<file path="config.mk">
export PLATFORM = sky130hd
export DESIGN_NAME = pokey_audio_dac
export DESIGN_NICKNAME = d
export VERILOG_FILES = /design/src/rtl/pokey_audio_pkg.sv /design/src/rtl/pokey_sdm1.sv /design/src/rtl/pokey_audio_dac.sv
export SDC_FILE = /design/constraint.sdc
export NUM_CORES = 1
export LEC_CHECK = 0
export BUFFER_PORTS_ARGS = -buffer_cell sky130_fd_sc_hd__buf_2
export CAP_MARGIN = 20
export CORE_AREA = 2 2 78 80
export DETAILED_ROUTE_END_ITERATION = 10
export DIE_AREA = 0 0 80 82
export GPL_TIMING_DRIVEN = 1
export PLACE_DENSITY = 0.56
export SYNTH_ARGS = -nofsm -noshare
export SYNTH_HDL_FRONTEND = slang
export SYNTH_SLANG_ARGS = --single-unit
</file>
<file path="constraint.sdc">
create_clock -name clk_i -period 6.2 [get_ports clk_i]
set_input_delay 0.31 -clock clk_i [delete_from_list [all_inputs] [get_ports clk_i]]
set_output_delay 0.31 -clock clk_i [all_outputs]
set_load 0.02 [all_outputs]
</file>
<file path="src/rtl/pokey_audio_pkg.sv">
// pokey_audio_pkg: shared widths and saturation helper for the POKEY audio back end
package pokey_audio_pkg;
  localparam int AUD_IN_W = 6;
  localparam int SAMPLE_W = 10;
  localparam int SAMPLE_MAX = 1023;
  function automatic logic [SAMPLE_W-1:0] sat10(input logic [11:0] v);
    return v > 12'(SAMPLE_MAX) ? SAMPLE_W'(SAMPLE_MAX) : v[SAMPLE_W-1:0];
  endfunction
endpackage

</file>
<file path="src/rtl/pokey_sdm1.sv">
// pokey_sdm1: first-order sigma-delta modulator, carry of the phase accumulator is the output bit
module pokey_sdm1
  import pokey_audio_pkg::*;
(
  input  logic                clk_i,
  input  logic                rst_ni,
  input  logic [SAMPLE_W-1:0] sample_i,
  output logic                bit_o
);
  logic [SAMPLE_W-1:0] acc;
  logic [SAMPLE_W:0] nxt;
  assign nxt = {1'b0, acc} + {1'b0, sample_i};
  always_ff @(posedge clk_i) begin
    if (!rst_ni) begin
      acc <= '0;
      bit_o <= 1'b0;
    end else begin
      acc <= nxt[SAMPLE_W-1:0];
      bit_o <= nxt[SAMPLE_W];
    end
  end
endmodule

</file>
<file path="src/rtl/pokey_audio_dac.sv">
// pokey_audio_dac: mixes POKEY outputs, scales with saturation, resamples and drives a 1-bit DAC
module pokey_audio_dac
  import pokey_audio_pkg::*;
#(
  parameter int NUM_CH = 3,
  parameter int SAMPLE_DIV = 64
) (
  input  logic                       clk_i,
  input  logic                       rst_ni,
  input  logic [AUD_IN_W*NUM_CH-1:0] audin_i,
  input  logic [NUM_CH-1:0]          ch_mute_i,
  input  logic [1:0]                 gain_i,
  input  logic                       clip_clr_i,
  output logic [SAMPLE_W-1:0]        sample_o,
  output logic                       sample_stb_o,
  output logic                       clip_o,
  output logic                       dac_o
);
  localparam int DW = $clog2(SAMPLE_DIV);
  logic [7:0] mix, sum_r;
  logic [DW-1:0] div;
  logic [11:0] scaled;
  logic latch;
  always_comb begin
    mix = '0;
    for (int k = 0; k < NUM_CH; k++)
      mix = mix + (ch_mute_i[k] ? 8'd0 : 8'(audin_i[AUD_IN_W*k +: AUD_IN_W]));
  end
  assign latch = div == DW'(SAMPLE_DIV - 1);
  assign scaled = {4'b0, sum_r} << gain_i;
  always_ff @(posedge clk_i) begin
    if (!rst_ni) begin
      sum_r <= '0;
      div <= '0;
      sample_o <= '0;
      sample_stb_o <= 1'b0;
      clip_o <= 1'b0;
    end else begin
      sum_r <= mix;
      div <= latch ? '0 : div + DW'(1);
      sample_stb_o <= latch;
      if (latch) sample_o <= sat10(scaled);
      // a saturating latch beats a simultaneous clear
      if (latch && scaled > 12'(SAMPLE_MAX)) clip_o <= 1'b1;
      else if (clip_clr_i) clip_o <= 1'b0;
    end
  end
  pokey_sdm1 u_sdm (
    .clk_i   (clk_i),
    .rst_ni  (rst_ni),
    .sample_i(sample_o),
    .bit_o   (dac_o)
  );
endmodule
</file>
## Yosys cells after proc, flatten, opt, wreduce, memory -nomap -nowiden

Cells that the tools add are included.

| cells by class | value |
|---|---|
| bitwise logic cells | 1 |
| reduce and logical (&&, ||, !) cells | 3 |
| eq/ne operators | 1 |
| multipliers | 0 |
| shift operators | 1 |
| order comparisons | 1 |
| add/subtract/negate cells | 4 |
| muxes and demuxes | 6 |
| div/mod/pow operators | 0 |

Operators with widths:

| kind | count |
|---|---|
| 2-to-1 mux 6 bit | 3 |
| greater-than comparator 12 x 10 -> 1 bit, second input constant | 1 |
| left shift 8 x 2 -> 12 bit | 1 |
| adder 10 x 10 -> 11 bit | 1 |
| 2-to-1 mux 10 bit | 1 |
| adder 7 x 6 -> 8 bit | 1 |
| adder 6 x 6 -> 7 bit | 1 |
| adder 6 x 1 -> 6 bit, second input constant | 1 |
| equality test 6 bit, second input constant | 1 |
| 2-to-1 mux 1 bit | 2 |
| nonzero test 2 bit | 1 |
| OR reduction 2 bit | 1 |
| logical AND 1 bit | 1 |
| inverter 1 bit | 1 |

| word-level totals | value |
|---|---|
| output and inout port bits | 13 |
| memory bits (writable) | 0 |
| input bits | 26 |
| memories | 0 |
| memory bits (read-only) | 0 |
| register bits after elaboration | 37 |
| word-level logic and storage cells | 24 |
| latch bits | 0 |

## Depth between registers and ports, before layout

Gate-level depths: netlist of the first run.

| logic depth | value |
|---|---|
| depth after elaboration | 4 |
| mapped depth | 9 |

## Hierarchy

A second synthesis of the first run with hierarchy kept.

| unflattened totals | value |
|---|---|
| cell total of the unflattened synthesis | 245 |
| area, all modules | 2,259.7 sq um |

By module, submodules not included:

| module | sequential area each (sq um) | instances | area each (sq um) | cells each |
|---|---|---|---|---|
| pokey_audio_dac | 520.5 | 1 | 1,491.4 | 155 |
| pokey_sdm1 | 220.2 | 1 | 768.2 | 90 |

## Worst setup path before layout of the first run

OpenSTA, ideal clock, no wires.

| timing | value |
|---|---|
| path kind | input port to flip-flop |
| start | in ch_mute_i[0] |
| end | reg sum_r[5] |
| stages | 9 |
| slack | 3,906 ps |
| buffers on the path | 0 |
| arrival time | 2,167 ps |
| cell sequence | nand2b_1 -> fa_1 -> inv_1 -> ha_1 -> fa_1 -> a21o_1 -> a21oi_1 -> xor2_1 -> nor2_1 |

| on the way | value |
|---|---|
| word-level cells in the longest chain between the ends | 3 |

RTL lines:

| element | RTL line | text |
|---|---|---|
| from (decl) | pokey_audio_dac.sv:11 | `input logic [NUM_CH-1:0] ch_mute_i,` |
| 2-to-1 mux 6 bit | pokey_audio_dac.sv:27 | `mix = mix + (ch_mute_i[k] ? 8'd0 : 8'(audin_i[AUD_IN_W*k +: AUD_IN_W]));` |
| adder 6 x 6 -> 7 bit | pokey_audio_dac.sv:27 |  |
| adder 7 x 6 -> 8 bit | pokey_audio_dac.sv:27 |  |
| to (signal assigned) | pokey_audio_dac.sv:39 | `sum_r <= mix;` |
| to (decl) | pokey_audio_dac.sv:20 | `logic [7:0] mix, sum_r;` |

No other way between the ends.
A chain may end at the register's enable or synchronous reset.

## Final worst setup path of the first run

Ends and elaborated chain as after synthesis.

==> impl_metrics.yaml, run 1 <==
outcome:
  status: "completed"
yosys:
  ys.flop_type: "dfxtp_1"
  synth_cells: 244
  synth_cell_types: 46
  synth.avg_cell_area_um2: 9.10
  syn_nets: 294
  yosysMostFrequentCell: "dfxtp_1"
  yosysSeqAreaShare_pct: 33.4
  synth_edf_count: 0
  ys_async_sr_fraction_pct: 0
  yosys_warnings: 0
  synth.top_cell.area_share_pct: 33.4
  synthTopCellsByCount: "dfxtp_1 (37), nand2b_1 (24), nor2_1 (23)"
  synth_top_area_cell: "dfxtp_1"
  syn_area_um2: 2220
  ys_ff_latch: 37
  synth_area_leaders: "dfxtp_1 (33%), ha_1 (9.0%), fa_1 (7.2%), nand2b_1 (6.8%), nor2_1 (3.9%)"
routing:
  post_drt_wl_per_cell_um: 11.4
  drc: 0
  via_per_inst: 4.82
  postRouteAntennaNets: 0
  vias: 1719
  drtPass1Iterations: 4
  drt-total-wl_mm: 4.08
  dr.first_iter.drc_count: 63
timing:
  post-route-period-util_pct: 35.9
  holdWs_ps: 318
  slew_headroom_pct: 63.9
  fin_skew_ps: 8.84
  timing.fmax_mhz: 449
  final-setup-viol-count: 0
  drv_slew: 0
  rsz0062_at_grt: "no"
  hold_viol_final: 0
  worst_pin_slew_ps: 540
  min_period_ps: 2230
  fin_tns_setup_ps: 0
critical_path:
  crit_top_cell: "fa_1"
  cp_max_fo: 6
  crit_path_end_kind: "register"
  cpPeakStageDelay_ps: 530
  worstSetupPathType: "input pin to register"
  critPathRequiredTime_ps: 6360
  cp_slowest_cell: "fa_1"
  startpoint_type: "input pin"
  crit_chain: "buf_2 > nand2b_1 > fa_1 > inv_1 > ha_1 > fa_1 > a21o_1 > a21oi_1 > xor2_1 > nor2_1"
  cp.arrival_ps: 2390
finish:
  nFillCells: 573
  multi_input_area_um2: 1370
  instances_no_fill: 357
  area_delta_synth_final_pct: 14.8
  nets: 331
  regArea_um2: 741
  diodes: 0
  drive_above_1_share_pct: 18.8
  utilization_pct: 44.4
global_route:
  grt_overflow_total: 0
  grt_max_degree: 27
  grt_pass1_vias: 1629
  grt_pass1_wl_mm: 7.11
  grt_usage_pct: 13.9
  antenna_found_initial: 0
clocking:
  cts_buffer_depth: 2
  cts_tree: "yes"
  worstSkewPairLatency_ps: 280
  clock-sinks: 37
  path_clk_slew_ps: 70
  cts_buffers: 5
  postCtsSetupBuffers: 0
  htree_levels: 2
  cts_resized: 0
  clockRootBuffer: "clkbuf_8"
  ctsHoldBuffers: 0
pwr:
  power.density_nw_per_um2: 200
  leakagePower_uw: 0.00122
  peakVddDrop_uv: 97.0
place:
  hpwl_mm: 3.14
  dp.cells: 349
  numPortBuffers: 38
  place.gp.congestion: 0.795
die:
  num_rows: 28
  dieArea_um2: 6560
  die_y_um: 82
  core_um2: 5750
  initial_core_util_pct: 38.6
  io_pins: 39
  die_w_um: 80
hold_path:
  hold_path.class: "input pin to register"
run:
  cap_violations: 0
-- per-layer routing --
| layer | global-route usage [%] | up-vias | part of all wire [%] |
|---|---|---|---|
| li1 | - | 928 | - |
| met1 | 18.1 | 764 | 51 |
| met2 | 22.7 | 25 | 45 |
| met3 | 3.85 | 2 | 3.3 |
| met4 | 4.07 | 0 | 0.78 |
| met5 | 0 | - | 0 |
-- critical path: cells and delay by family --
kind / cells / cell delay [ps]
buf+inv: 2 / 170
simple gates: 2 / 210
compound gates: 2 / 390
fa+ha+maj: 3 / 1140
xor+xnor: 1 / 160
-- power by group --
part | switching, uW | internal, uW | leakage [uW] | total (uW)
sequential | 6.19 | 246 | 0.000300 | 253
clock | 84.6 | 101 | 0.0000542 | 185
combinational | 36.7 | 35.2 | 0.000863 | 71.9
-- through the flow --
stage	area [um^2]	setup WS [ps]	power [uW]
after global placement	2450	3700	331
after global routing	2550	3850	541
after detailed placement	2450	3670	331
final	2550	3970	510
after floorplan	2220	3910	312
after CTS	2550	3960	517
-- placed cells by master, fill, tap and decap left out, types with 2 or more instances in the layout --
cell type  instances
a211o_1            3
a211oi_1           2
a21o_1             4
a21oi_1           13
a311oi_1           2
a31oi_1            2
and2_1             6
and3_1             4
buf_2             38
clkbuf_8           7
dfxtp_1           37
fa_1               8
ha_1              16
inv_1             12
mux2_2             4
mux2i_1            5
nand2_1           16
nand2b_1          24
nand3_1            8
nor2_1            23
nor2b_1            3
nor3_1             3
o21ai_0            8
o21ai_1            4
o221ai_1           3
o22ai_1            2
xnor2_1            6
xor2_1             3
-- flip-flops by register name, summed over array words and instances, names as in the netlist --
name	flops
clip_o	1
div	6
sample_o	10
sample_stb_o	1
sum_r	8
u_sdm.acc	10
u_sdm.bit_o	1
-- final timing paths --
check,from,cells past startpoint,end,slack (ps)
worst min register to register,div[0]$_SDFF_PP0_,1,div[0]$_SDFF_PP0_,450
worst min-delay path,clip_clr_i,4,clip_o$_SDFFE_PN0P_,320
worst max-delay path,ch_mute_i[0],10,sum_r[5]$_SDFF_PN0_,3970
worst max register to register,sample_o[0]$_SDFFE_PN0P_,6,u_sdm.acc[8]$_SDFF_PN0_,4270
-- final cells by class --
type / instances / share of cell area [%]
inverter: 13 / 1.91
tap: 75 / 3.68
sequential: 37 / 29.1
clock buffer: 7 / 3.78
multi-input combinational: 186 / 53.9
timing repair buffer: 38 / 7.46
clock inverter: 1 / 0.196
-- kinds of logic after synthesis --
kind of cell | count (synthesis) | synth area share [%]
buffers and inverters | 21 | 4.73
flip-flops | 37 | 33.4
AO/OA/AOI/OAI | 52 | 15.8
adder cells (fa/ha/maj) | 24 | 16.2
multiplexers | 10 | 5.47
XOR/XNOR | 9 | 3.55
AND/OR/NAND/NOR | 91 | 20.9
(Power assumes the default switching activity.)
==> run 2, diff against run 1 <==
Settings changed: PLACE_DENSITY 0.56 to 0.58.
Clock period 6.2 ns to 1.9 ns, I/O delays scaled along.
==> impl_metrics.yaml, run 2 (synthesized netlist as in run 1, its figures left out) <==
global_route:
  grt_pass1_wl_mm: 7.11
  grt_max_degree: 26
  grt_usage_pct: 13.9
  antenna_found_initial: 0
  grt_pass1_vias: 1656
  grt_overflow_total: 0
die:
  die_w_um: 80
  die_y_um: 82
  dieArea_um2: 6560
  core_um2: 5750
  num_rows: 28
  io_pins: 39
  initial_core_util_pct: 38.6
critical_path:
  crit_chain: "buf_4 > nand2b_4 > fa_1 > inv_2 > ha_4 > fa_2 > a21o_1 > a21oi_2 > xor2_1 > nor2_1"
  cpPeakStageDelay_ps: 540
  cp.arrival_ps: 1970
  crit_path_end_kind: "register"
  path_delay_family: "adder cells"
  worstSetupPathType: "input pin to register"
  startpoint_type: "input pin"
  cp_max_fo: 4
  critPathRequiredTime_ps: 2050
  cp_num_buf_inv: 2
  cp_slowest_cell: "fa_1"
place:
  place.gp.congestion: 0.762
  hpwl_mm: 3.39
  numPortBuffers: 38
routing:
  vias: 1801
  drtPass1Iterations: 4
  post_drt_wl_per_cell_um: 11.6
  drc: 0
  via_per_inst: 4.85
  dr.first_iter.drc_count: 70
  drt-total-wl_mm: 4.30
  postRouteAntennaNets: 0
timing:
  slew_headroom_pct: 66.0
  timing.fmax_mhz: 550
  worst_pin_slew_ps: 507
  hold_viol_final: 0
  min_period_ps: 1820
  drv_slew: 0
  post-route-period-util_pct: 95.7
  final-setup-viol-count: 0
  fin_tns_setup_ps: 0
  fin_skew_ps: 9.21
  holdWs_ps: 115
finish:
  top_regs: "sample_o x10, u_sdm.acc x10, sum_r x8"
  area_delta_synth_final_pct: 21.5
  drive_above_1_share_pct: 24.7
  nets: 346
  final_common_cell: "dfxtp_1"
  diodes: 0
  mostFrequentLayoutCells: "dfxtp_1 (37), buf_2 (36), nor2_1 (23)"
clocking:
  postCtsSetupBuffers: 0
  cts_buffer_depth: 2
  htree_levels: 2
  worstSkewPairLatency_ps: 280
  cts_buffers: 5
  clockRootBuffer: "clkbuf_8"
  path_clk_slew_ps: 70
  cts_tree: "yes"
  clock-sinks: 37
pwr:
  p_total_uw: 1640
  power.density_nw_per_um2: 609
  leakagePower_uw: 0.00130
  peakVddDrop_uv: 263
hold_path:
  hold_path.class: "input pin to register"
outcome:
  status: "completed"
run:
  cap_violations: 0
-- run 2: changes by cell type in the layout (fill, tap and decap cells not counted), sizes merged --
cell    before  now
buf         38   53
clkinv       2    1
-- run 2: through the flow --
stage / utilization, % / setup slack, ps / std cells / area [um^2]
3_5_place_dp: 44.8 / -229 / 364 / 2580
4_1_cts: 46.3 / 25.9 / 371 / 2660
5_1_grt: 46.9 / -13.7 / 371 / 2700
3_3_place_gp: 44.8 / -199 / 364 / 2580
2_1_floorplan: - / -19.0 / 244 / 2240
6_report: 46.9 / 81.8 / 371 / 2700
-- run 2: area by class of cell --
type	instances	area, um^2
inverters	13	48.8
well taps	75	93.8
clock buffers	7	86.3
flip-flops and latches	37	741
multi-input cells	186	1420
repair buffers	53	308
fillers	565	3050
-- run 2: layer usage --
metal  global-route usage [%]  vias to the layer above  routed length [um]
met3                     3.30                        5                 158
met4                     4.07                        0                  61
met5                        0                        -                   0
met1                     16.6                      813                2020
li1                         -                      945                   -
met2                     24.8                       38                2070
-- run 2: repair_timing --
item                       in CTS  in global routing
resized for setup               0                  7
setup endpoints to repair       0                  4
hold buffers                    0                  0
-- run 2: tightest hold or removal path, cell delays in order --
cell	delay, ps
buf_2	100
inv_1	50
a2bb2oi_1	50
nor2_1	70
-- run 2: power breakdown --
part / total, uW / internal, uW / switching [uW] / leakage [uW]
registers: 826 / 805 / 20.9 / 0.000300
logic: 275 / 144 / 132 / 0.000951
clock network: 540 / 288 / 253 / 0.0000443
-- run 2: final timing paths --
kind / to / start / slack [ps] / cells past startpoint
setup / recovery: sum_r[5]$_SDFF_PN0_ / ch_mute_i[2] / 80 / 10
hold / removal: clip_o$_SDFFE_PN0P_ / clip_clr_i / 120 / 4
setup reg to reg: u_sdm.acc[8]$_SDFF_PN0_ / sample_o[0]$_SDFFE_PN0P_ / 110 / 6
hold reg to reg: div[0]$_SDFF_PP0_ / div[0]$_SDFF_PP0_ / 450 / 1
==> run 3, diff against run 2 <==
Settings changed: CTS_BUF_LIST from default to sky130_fd_sc_hd__clkbuf_4.
==> impl_metrics.yaml, run 3 (synthesized netlist as in run 1, its figures left out) <==
critical_path:
  r2r_slack_ps: 100
  path_depth: 6
  startpoint_type: "register"
  crit_chain: "ha_1 > fa_1 > a21o_1 > a21oi_2 > o31a_1 > mux2i_1"
  cp-endpoint: "u_sdm.acc[8]$_SDFF_PN0_"
  cp_num_buf_inv: 0
  r2r-start: "sample_o[0]$_SDFFE_PN0P_"
  crit_path_start: "sample_o[0]$_SDFFE_PN0P_"
  ff2ff_path_depth: 6
  rr_endpoint: "u_sdm.acc[8]$_SDFF_PN0_"
  worstSetupPathType: "register to register"
  cp_max_fo: 3
  path_delay_family: "adder cells"
  critPathRequiredTime_ps: 2180
  cp.arrival_ps: 2080
  cp_slowest_cell: "fa_1"
  crit_path_end_kind: "register"
  cpPeakStageDelay_ps: 390
clocking:
  cts_buffer_depth: 2
  cts_resized: 0
  ctsHoldBuffers: 0
  worstSkewPairLatency_ps: 340
  clock-sinks: 37
  htree_levels: 2
  cts_tree: "yes"
  postCtsSetupBuffers: 0
  clockRootBuffer: "clkbuf_4"
  path_clk_slew_ps: 110
  cts_buffers: 5
routing:
  via_per_inst: 4.83
  drc: 0
  dr.first_iter.drc_count: 49
  drtPass1Iterations: 4
  postRouteAntennaNets: 0
  vias: 1792
  drt-total-wl_mm: 4.29
  post_drt_wl_per_cell_um: 11.6
finish:
  diodes: 0
  final_common_cell: "buf_2"
  final_area_um2: 2640
  nets: 346
  mostFrequentLayoutCells: "buf_2 (38), dfxtp_1 (36), nand2b_1 (23), nor2_1 (23), nand2_1 (16)"
  drive_above_1_share_pct: 24.3
  area_delta_synth_final_pct: 18.8
  nFillCells: 572
  top_regs: "sample_o x10, u_sdm.acc x10, sum_r x8"
timing:
  hold_viol_final: 0
  worst_slack_ps: 105
  worst_pin_slew_ps: 530
  post-route-period-util_pct: 94.5
  drv_slew: 0
  final-setup-viol-count: 0
  slew_headroom_pct: 64.5
  fin_skew_ps: 20.2
  rsz0062_at_grt: "no"
  fin_tns_setup_ps: 0
  min_period_ps: 1800
  timing.fmax_mhz: 557
hold_path:
  hold_path.class: "input pin to register"
  hold_depth: 4
place:
  numPortBuffers: 38
  place.gp.congestion: 0.762
  dp_slack_ps: -229
  placed_area_um2: 2580
  hpwl_mm: 3.39
die:
  initial_core_util_pct: 38.6
  io_pins: 39
  dieArea_um2: 6560
  die_y_um: 82
  core_um2: 5750
  die_w_um: 80
  num_rows: 28
pwr:
  peakVddDrop_uv: 210
  leakagePower_uw: 0.00127
  p_total_uw: 1480
  power.density_nw_per_um2: 562
global_route:
  grt_pass1_vias: 1656
  antenna_found_initial: 0
  grt_usage_pct: 14.0
  grt_max_degree: 26
  grt_overflow_total: 0
  grt_pass1_wl_mm: 7.11
outcome:
  status: "completed"
run:
  cap_violations: 0
-- run 3: cell count changes in the layout (fill, tap and decap cells not counted), sizes merged --
cell	before	now
clkbuf	7	6
clkinv	1	2
-- run 3: worst min-delay path by stage --
stage | start | to | slack, ps
after global placement | clip_clr_i | clip_o$_SDFFE_PN0P_ | 420
after CTS | clip_clr_i | clip_o$_SDFFE_PN0P_ | 60
after detailed placement | clip_clr_i | clip_o$_SDFFE_PN0P_ | 420
after global routing | clip_clr_i | clip_o$_SDFFE_PN0P_ | 70
after floorplan | rst_ni | u_sdm.acc[9]$_SDFF_PN0_ | 250
final | clip_clr_i | clip_o$_SDFFE_PN0P_ | 60
-- run 3: where the power goes --
part           leakage [uW]  switching, uW  internal (uW)
clock             0.0000292            240            149
sequential         0.000301           20.9            804
combinational      0.000943            129            138
-- run 3: area by class of cell --
cell class                      instances  area [um^2]  area share [%]
Timing Repair Buffer                   53          303            11.5
Sequential cell                        37          742            28.1
Inverter                               13         48.8            1.85
Multi-Input combinational cell        186         1400            53.1
Clock buffer                            6         45.0            1.71
Clock inverter                          1         3.75           0.142
Tap cell                               75         93.8            3.56
-- run 3: worst reg2reg max path, cell delays in order, from the launching register on --
cell and delay (ps):
dfxtp_1 330, ha_1 230, fa_1 390, a21o_1 200, a21oi_2 200, o31a_1 220, mux2i_1 180
-- run 3: stage by stage --
stage,util [%],hold WS (ps),cells
final,45.9,56.6,371
after floorplan,-,247,244
after global placement,44.8,418,364
after CTS,45.7,60.6,371
after detailed placement,44.8,419,364
after global routing,45.9,68.3,371
-- run 3: per-layer routing --
layer / vias up / global-route usage, % / routed length [um]
li1: 949 / - / -
met1: 801 / 16.5 / 2030
met2: 36 / 24.8 / 2030
met3: 6 / 3.63 / 161
met4: 0 / 4.58 / 67
met5: - / 0 / 0
